## src/rtl/disk_spin_decoder.sv

```systemverilog
// Decodes a seven-segment disk-spin animation into position, direction and revolution count.
// Optional stall detection in TRACK is enabled by defining SPIN_STALL_EN.
module disk_spin_decoder #(
  parameter bit          ACTIVE_LOW   = 1'b1,
  parameter int unsigned REV_W        = 8,
  parameter int unsigned STALL_CYCLES = 16
) (
  input  logic             Clk,
  input  logic             nReset,
  input  logic [7:0]       SSeg,
  input  logic             Clear,
  output logic [2:0]       Pos,
  output logic             PosValid,
  output logic             Dir,
  output logic             Spinning,
  output logic [REV_W-1:0] RevCount,
  output logic             Error
);

  typedef enum logic [1:0] {StIdle, StSync, StTrack, StFault} state_e;

  state_e             state_q, state_d;
  logic [6:0]         s_q, p_q;
  logic [7:0]         seg;
  logic [2:0]         pos_q, pos_d;
  logic               valid_q, valid_d;
  logic               dir_q, dir_d;
  logic [REV_W-1:0]   rev_q, rev_d, rev_inc;
  logic [2:0]         ones, k, next_cw, next_ccw;
  logic               is_blank, is_pos, is_bad, seg_event;
  logic               unused_dp;

`ifdef SPIN_STALL_EN
  localparam int unsigned StallW = $clog2(STALL_CYCLES + 1) > 0 ? $clog2(STALL_CYCLES + 1) : 1;
  logic [StallW-1:0] stall_q, stall_d;
`endif

  assign seg       = ACTIVE_LOW ? ~SSeg : SSeg;
  assign unused_dp = seg[7];

  always_comb begin
    ones = '0;
    k    = '0;
    for (int i = 0; i < 6; i++) begin
      if (s_q[i]) begin
        ones = ones + 3'd1;
        k    = 3'(i);
      end
    end
    is_blank = (s_q == '0);
    is_pos   = (ones == 3'd1) && !s_q[6];
    is_bad   = !is_blank && !is_pos;
  end

  assign seg_event = (s_q != p_q);
  assign next_cw   = (pos_q == 3'd5) ? 3'd0 : pos_q + 3'd1;
  assign next_ccw  = (pos_q == 3'd0) ? 3'd5 : pos_q - 3'd1;
  assign rev_inc   = (rev_q == '1) ? rev_q : rev_q + 1'b1;

  always_comb begin
    state_d = state_q;
    pos_d   = pos_q;
    valid_d = valid_q;
    dir_d   = dir_q;
    rev_d   = rev_q;
`ifdef SPIN_STALL_EN
    stall_d = '0;
`endif
    if (Clear) begin
      state_d = StIdle;
      rev_d   = '0;
      valid_d = 1'b0;
    end else begin
      case (state_q)
        StIdle: begin
          if (is_pos) begin
            state_d = StSync;
            pos_d   = k;
            valid_d = 1'b1;
          end else if (is_bad) begin
            state_d = StFault;
          end
        end
        StSync: begin
          if (seg_event) begin
            if (is_blank) begin
              state_d = StIdle;
              valid_d = 1'b0;
            end else if (is_pos && k == next_cw) begin
              state_d = StTrack;
              pos_d   = k;
              dir_d   = 1'b1;
            end else if (is_pos && k == next_ccw) begin
              state_d = StTrack;
              pos_d   = k;
              dir_d   = 1'b0;
            end else begin
              state_d = StFault;
            end
          end
        end
        StTrack: begin
          if (seg_event) begin
            if (is_blank) begin
              state_d = StIdle;
              valid_d = 1'b0;
            end else if (is_pos && k == next_cw) begin
              // A revolution is credited on the step into a, judged by the step's own direction.
              pos_d = k;
              dir_d = 1'b1;
              if (pos_q == 3'd5) rev_d = rev_inc;
            end else if (is_pos && k == next_ccw) begin
              pos_d = k;
              dir_d = 1'b0;
              if (pos_q == 3'd1) rev_d = rev_inc;
            end else if (!(is_pos && k == pos_q)) begin
              state_d = StFault;
            end
          end
`ifdef SPIN_STALL_EN
          else if (stall_q == StallW'(STALL_CYCLES - 1)) begin
            state_d = StSync;
          end else begin
            stall_d = stall_q + 1'b1;
          end
`endif
        end
        StFault: state_d = StFault;
        default: state_d = StIdle;
      endcase
    end
  end

  always_ff @(posedge Clk or negedge nReset) begin
    if (!nReset) begin
      state_q <= StIdle;
      s_q     <= '0;
      p_q     <= '0;
      pos_q   <= '0;
      valid_q <= 1'b0;
      dir_q   <= 1'b0;
      rev_q   <= '0;
`ifdef SPIN_STALL_EN
      stall_q <= '0;
`endif
    end else begin
      state_q <= state_d;
      s_q     <= seg[6:0];
      p_q     <= s_q;
      pos_q   <= pos_d;
      valid_q <= valid_d;
      dir_q   <= dir_d;
      rev_q   <= rev_d;
`ifdef SPIN_STALL_EN
      stall_q <= stall_d;
`endif
    end
  end

  assign Pos      = pos_q;
  assign PosValid = valid_q;
  assign Dir      = dir_q;
  assign Spinning = (state_q == StTrack);
  assign Error    = (state_q == StFault);
  assign RevCount = rev_q;

endmodule

```

## config.mk

```make
export PLATFORM = sky130hd
export DESIGN_NAME = disk_spin_decoder
export DESIGN_NICKNAME = d
export VERILOG_FILES = /design/src/rtl/disk_spin_decoder.sv
export SDC_FILE = /design/constraint.sdc
export NUM_CORES = 1
export LEC_CHECK = 0
export ABC_AREA = 0
export CAP_MARGIN = 20
export CORE_MARGIN = 2
export CORE_UTILIZATION = 45
export CTS_CLUSTER_DIAMETER = 120
export DETAILED_ROUTE_END_ITERATION = 16
export HOLD_SLACK_MARGIN = 0.03
export PLACE_DENSITY = 0.75
export SLEW_MARGIN = 20
export SYNTH_ARGS = -nofsm -noshare
export SYNTH_HDL_FRONTEND = slang
export SYNTH_SLANG_ARGS = --single-unit
```

## constraint.sdc

```tcl
create_clock -name Clk -period 10.9 [get_ports Clk]
set_input_delay 2.18 -clock Clk [delete_from_list [all_inputs] [get_ports Clk]]
set_output_delay 2.18 -clock Clk [all_outputs]
set_load 0.03 [all_outputs]
```

Yosys cells after proc, flatten, opt, wreduce, memory -nomap -nowiden
Index checks and enable logic that the tools add are counted.
Widths: inputs -> output; s select.
{"block": "totals", "reg_bits": 29, "latch_bits": 0, "mem_bits_rw": 0, "romBits": 0, "input_bits": 11, "out_inout_bits": 15, "word_cells": 116, "memories": 0}
{"block": "op_classes", "n_addsub": 8, "n_mul": 0, "n_div": 0, "order_cmp": 0, "eq_ne": 26, "n_shift": 0, "muxes": 48, "n_bitwise": 3, "reduce_logical": 24}
{"op": "$mux 8", "count": 9}
{"op": "$mux 3", "count": 16}
{"op": "$mux 2", "count": 10}
{"op": "$add 3x1->3 const B", "count": 6}
{"op": "$reduce_and 6->1", "count": 3}
{"op": "$ne 4x4->1 const B", "count": 4}
{"op": "$mux 1", "count": 10}
{"op": "$eq 3x3->1", "count": 3}
{"op": "$ne 3x1->1 const B", "count": 3}
{"op": "$ne 3x3->1 const B", "count": 3}
{"op": "$reduce_bool 3->1", "count": 3}
{"op": "$add 8x1->8 const B", "count": 1}
{"op": "$eq 8x8->1 const B", "count": 1}
{"op": "$pmux 2 s4", "count": 1}
{"op": "$reduce_bool 2->1", "count": 4}
{"op": "$logic_not 7->1", "count": 1}
{"op": "$ne 7x7->1", "count": 1}
{"op": "$not 7->7", "count": 1}
{"op": "$eq 3x1->1 const B", "count": 2}
{"op": "$ne 2x2->1 const B", "count": 3}
{"op": "$pmux 3 s2", "count": 1}
{"op": "$logic_and 1x1->1", "count": 5}
{"op": "$reduce_and 5->1", "count": 1}
{"op": "$eq 2x2->1 const B", "count": 2}
{"op": "other kinds (12)", "count": 15}

Logic depth before layout (Yosys ltp)
{"block": "logic_depth", "ltp_word": 21, "ltp_mapped": 18}

Worst setup path before layout
No wires, ideal clock.
{"block": "synth_timing", "kind": "register to register", "startpoint": "register s_q[1]", "endpoint": "register pos_q[1], in the netlist Pos[1]", "setup_ns": 0.125, "arrival_ns": 3.382, "setup_slack_ns": 7.393, "path_stages_with_launch": 18, "path_buffers": 0, "synth_period_minus_slack_ns": 3.507, "path_cell_list": "dfrtp_1 inv_1 ha_1 xor2_1 ha_1 nand2_1 nand2_1 ha_1 nor2b_1 a21oi_1 ha_1 nand2_1 xnor2_1 xnor2_1 nor4b_4 nand3_1 a221o_1 mux2_4"}
{"block": "synth_via", "elab_chain_len": 16}
{"item": "from (decl)", "line_no": "23", "rtl": "logic [6:0] s_q, p_q;"}
{"item": "from (signal assigned)", "line_no": "148", "rtl": "s_q <= seg[6:0];"}
{"item": "$mux 3", "line_no": "45", "rtl": "if (s_q[i]) begin"}
{"item": "$add 3x1->3", "line_no": "46", "rtl": "ones = ones + 3'd1;"}
{"item": "$mux 3", "line_no": "45"}
{"item": "$add 3x1->3", "line_no": "46"}
{"item": "$mux 3", "line_no": "45"}
{"item": "$add 3x1->3", "line_no": "46"}
{"item": "$mux 3", "line_no": "45"}
{"item": "$add 3x1->3", "line_no": "46"}
{"item": "$mux 3", "line_no": "45"}
{"item": "$eq 3x1->1", "line_no": "51", "rtl": "is_pos = (ones == 3'd1) && !s_q[6];"}
{"item": "$logic_and 1x1->1", "line_no": "51"}
{"item": "$logic_and 1x1->1", "line_no": "89, 107"}
{"item": "$mux 3", "line_no": "89", "rtl": "end else if (is_pos && k == next_cw) begin"}
{"item": "$mux 3", "line_no": "104", "rtl": "if (is_blank) begin"}
{"item": "$mux 3", "line_no": "103", "rtl": "if (seg_event) begin"}
{"item": "$pmux 3 s2", "line_no": "74", "rtl": "case (state_q)"}
{"item": "to (signal assigned)", "line_no": "150", "rtl": "pos_q <= pos_d;"}
{"item": "to (decl)", "line_no": "25", "rtl": "logic [2:0] pos_q, pos_d;"}
Parallel ways exist; a longest one is shown, timed or not. The select of a mux whose other input is x is not followed.
A chain may end at the register's enable or synchronous reset.

Worst setup path in the final report
{"block": "layout_timing", "startpoint": "register state_q[0]", "endpoint": "output port Spinning"}
{"block": "layout_via", "elab_chain_len": 1}
{"item": "from (decl)", "line_no": "22", "rtl": "state_e state_q, state_d;"}
{"item": "from (signal assigned)", "line_no": "136", "rtl": "state_q <= StIdle;"}
{"item": "from (signal assigned)", "line_no": "147", "rtl": "state_q <= state_d;"}
{"item": "$eq 2x2->1", "line_no": "163", "rtl": "assign Spinning = (state_q == StTrack);"}
{"item": "to (decl)", "line_no": "15", "rtl": "output logic Spinning,"}
No other way between the ends.

==> key figures <==
Die
  – Rows: 23
  – Die extent in x: 69.1 um
  – Die area: 4780 um^2
  – Starting Density: 47.4%
  – Core area: between 4000 and 5000 um^2
  – Total I/O pin count: 26
  – Die height: 69.1 um

Clocking
  – CTS max path bufs: 2
  – CTS Buf Count: 5
  – CTS clk-pin slew, worst paths: 0.07 ns
  – Postcts setup bufs: 0
  – # hold bufs at CTS: 0
  – Worst skew pair latency: ~0.28 ns
  – CTS tree: yes
  – Clock root buffer: clkbuf_8
  – Sink count of the clock tree: 29
  – Cts repair resizes: 0
  – CTS H-tree depth: 2

Timing
  – Final min period: 3.95 ns
  – Actual slew at the worst max-slew pin: 0.768 ns
  – Fmax: roughly 0.25 GHz
  – Hold WS: 0.470 ns
  – Final hold viol count: 0
  – Tcrit/Tclk final: 36.2%
  – Unrepaired setup endpoints after global routing: false
  – Final Setup Violations: 0
  – Clock Skew: 0.00832 ns
  – Slew headroom: 48.3%
  – Setup tns final: 0 ns
  – Max Slew Vio Count: 0

Route
  – DRC viols: 0
  – Avg WL per Cell: 14.2 um
  – DRT antenna net count: 0
  – Vias per cell: 5.74
  – Detailed-route wire length: 3.88 mm
  – 1st-pass router iterations: 4
  – Vias: ~1,600
  – DR iter-0 viols: 98

Yosys
  – Post-Synthesis Cells: 198
  – Post-synth top flop: dfrtp_1
  – Synth Cell Area: 1910 um^2
  – Synthesis-stage register bit count: 29
  – Simple-gate portion of the synthesized area: 19.6%
  – Complex-gate fraction of the synthesized area: 16.9%
  – Post-Synth XOR/XNOR Area: 8.58%
  – Post-synth EDFFs: 0
  – Seq/Total Area, Yosys: about two fifths
  – Mean Syn Cell Area: between 9 and 10 um^2
  – Post-synthesis adder-cell area fraction: 7.86%
  – Main combinational cell family by area after synthesis: simple AND/OR/NAND/NOR gates
  – Post-synthesis mux area share: 3.47%
  – Cell variety after synth: 50
  – Yosys Warn Count: 0
  – Async SR Flop Fraction: 100%
  – Synthesized Nets: between 200 and 250

Finish
  – Fraction of layout cells with a size suffix above 1: 8.07%
  – Most frequent cells in the layout: dfrtp_1, clkdlybuf4s50_1, inv_1, nand2_1
  – Layout fillers: 369
  – Antenna Cells: 0
  – Final net count: 245
  – FF+latch area: 726 um^2
  – Multi-input logic area: 1080 um^2
  – Commonest non-fill, non-tap cell in the layout: dfrtp_1
  – Finished Layout Cells: 273
  – P&R area growth vs syn: 19.3%
  – Final instance area: 2280 um^2

Worst setup path
  – Worst R2R End: RevCount[7]
  – Worst EP arrival: 1.77 ns
  – Top delay family on crit path: buffers and inverters
  – Worst r2r src: s_q[1]
  – WS Path Type: reg2out
  – Setup crit end: Spinning
  – Register-to-Register Setup Slack: 6.96 ns
  – Worst path cell trace: inv_1 > ha_1 > clkdlybuf4s50_1
  – Crit path launch type: flip-flop
  – Worst setup startpoint: state_q[0]
  – Critical path buffers and inverters: 2
  – Crit path max fanout: 5
  – Crit. path cell count: 3
  – R2R depth: 17
  – Crit path largest cell delay: 0.70 ns
  – Slowest stage cell, crit path: clkdlybuf4s50_1
  – Element type at the critical path end: output pin
  – CP Data Required Time: 8.72 ns

Placed design
  – Placed instance count: 265
  – Final RePlAce weighted congestion: between 0.8 and 0.9
  – Hpwl dp: approximately 2.7 mm
  – IO Port Bufs: 24
  – Placement Cell Area: around 2200 um^2

GRT
  – Initial antenna violation count: 0
  – Largest net degree at the start of global routing: 30
  – Grt total ovfl: 0
  – Global-route wire length before repair: 6.85 mm
  – Total GRT Usage: between 15 and 20%
  – Vias in the first global route: 1,496

Pwr
  – LEAKAGE: 0.979 nW
  – PD cells: ~200 nW/um^2
  – Peak VDD IR: between 0.06 and 0.07 mV

Run status
  – Status: finished, final reports clean

Job
  – Max_cap viols: 0

Worst hold path
  – Hold path cells: 0
  – Min-Delay Startpoint: s_q[0]
  – Worst min-delay path class: reg2reg
## worst register-to-register path: cells and delay by family (launching register included)
family / cells / cell delay, ns
flip-flops: 1 / 0.44
AO/OA/AOI/OAI: 2 / 0.29
adder cells (fa/ha/maj): 4 / 1.08
AND/OR/NAND/NOR: 7 / 1.45
XOR/XNOR: 3 / 0.51
buffers and inverters: 1 / 0.10
## flip-flops by register name (all words and copies together), names as in the netlist
name      flops
p_q           7
PosValid      1
s_q           7
Dir           1
Pos           3
state_q       2
RevCount      8
## layout make-up
cell class | instances | area share, %
clock buffers | 7 | 4.23
clock inverters | 1 | 0.220
inverters | 17 | 2.80
multi-input cells | 144 | 47.3
flip-flops and latches | 29 | 31.9
well taps | 50 | 2.75
repair buffers | 25 | 10.9
## cells by family (layout without fill, tap and decap cells)
group / after synthesis / after routing
xor gates and xnor gates: 17 / 17
muxes: 6 / 6
buffers and inverters: 25 / 50
adders and majority gates: 12 / 12
AOI/OAI and AO/OA: 46 / 46
DFF: 29 / 29
and+or+nand+nor: 63 / 63
## power by group
part           internal (mW)  switching, mW
logic                 0.0929          0.112
clock network         0.0570         0.0416
registers              0.122         0.0259
total                  0.271          0.179
## worst min path at each step
stage | endpoint | slack, ns
finish | p_q[0] | 0.47
global route | p_q[0] | 0.49
CTS | p_q[0] | 0.46
detailed placement | p_q[0] | 0.45
global placement | p_q[0] | 0.44
floorplan | p_q[4] | 0.38
## per-stage QoR
step                      setup slack (ns)  total power, mW  utilization (%)
final                                 6.95            0.451             56.6
after global routing                  6.59            0.486             56.6
after CTS                             6.95            0.452             56.6
after detailed placement              7.00            0.353             54.0
after global placement                7.08            0.349             54.0
after floorplan                       7.39            0.299                -
## Yosys cell counts (2+ instances only)
master | count | share of area (%)
nand2b_1 | 2 | 0.66
o21ai_1 | 5 | 1.3
ha_1 | 12 | 7.9
o31ai_1 | 4 | 1.6
clkbuf_1 | 3 | 0.59
nand3_1 | 7 | 1.8
o31a_1 | 2 | 0.92
nand4_1 | 2 | 0.66
o22ai_1 | 2 | 0.66
nand2_1 | 13 | 2.6
mux2i_1 | 4 | 2.1
and3_1 | 2 | 0.66
dfrtp_1 | 29 | 38
a221o_1 | 2 | 1.0
nor2_1 | 9 | 1.8
a21oi_1 | 12 | 3.1
xnor2_1 | 9 | 4.1
buf_2 | 4 | 1.0
or3_1 | 6 | 2.0
inv_1 | 17 | 3.3
nor2b_1 | 3 | 0.98
nor4_1 | 3 | 0.98
or4_1 | 3 | 1.2
nor3_1 | 4 | 1.0
nand3b_1 | 2 | 0.79
o21ai_0 | 6 | 1.6
xor2_1 | 7 | 3.2
a21o_2 | 2 | 0.92
## metal layers
layer | GRT usage (%) | vias up | share of wire [%]
li1 | - | 763 | -
met3 | 4.68 | 7 | 4.0
met1 | 23.0 | 764 | 47
met4 | 7.84 | 0 | 1.5
met5 | 0 | - | 0
met2 | 28.1 | 33 | 48
(Power assumes the default switching activity.)
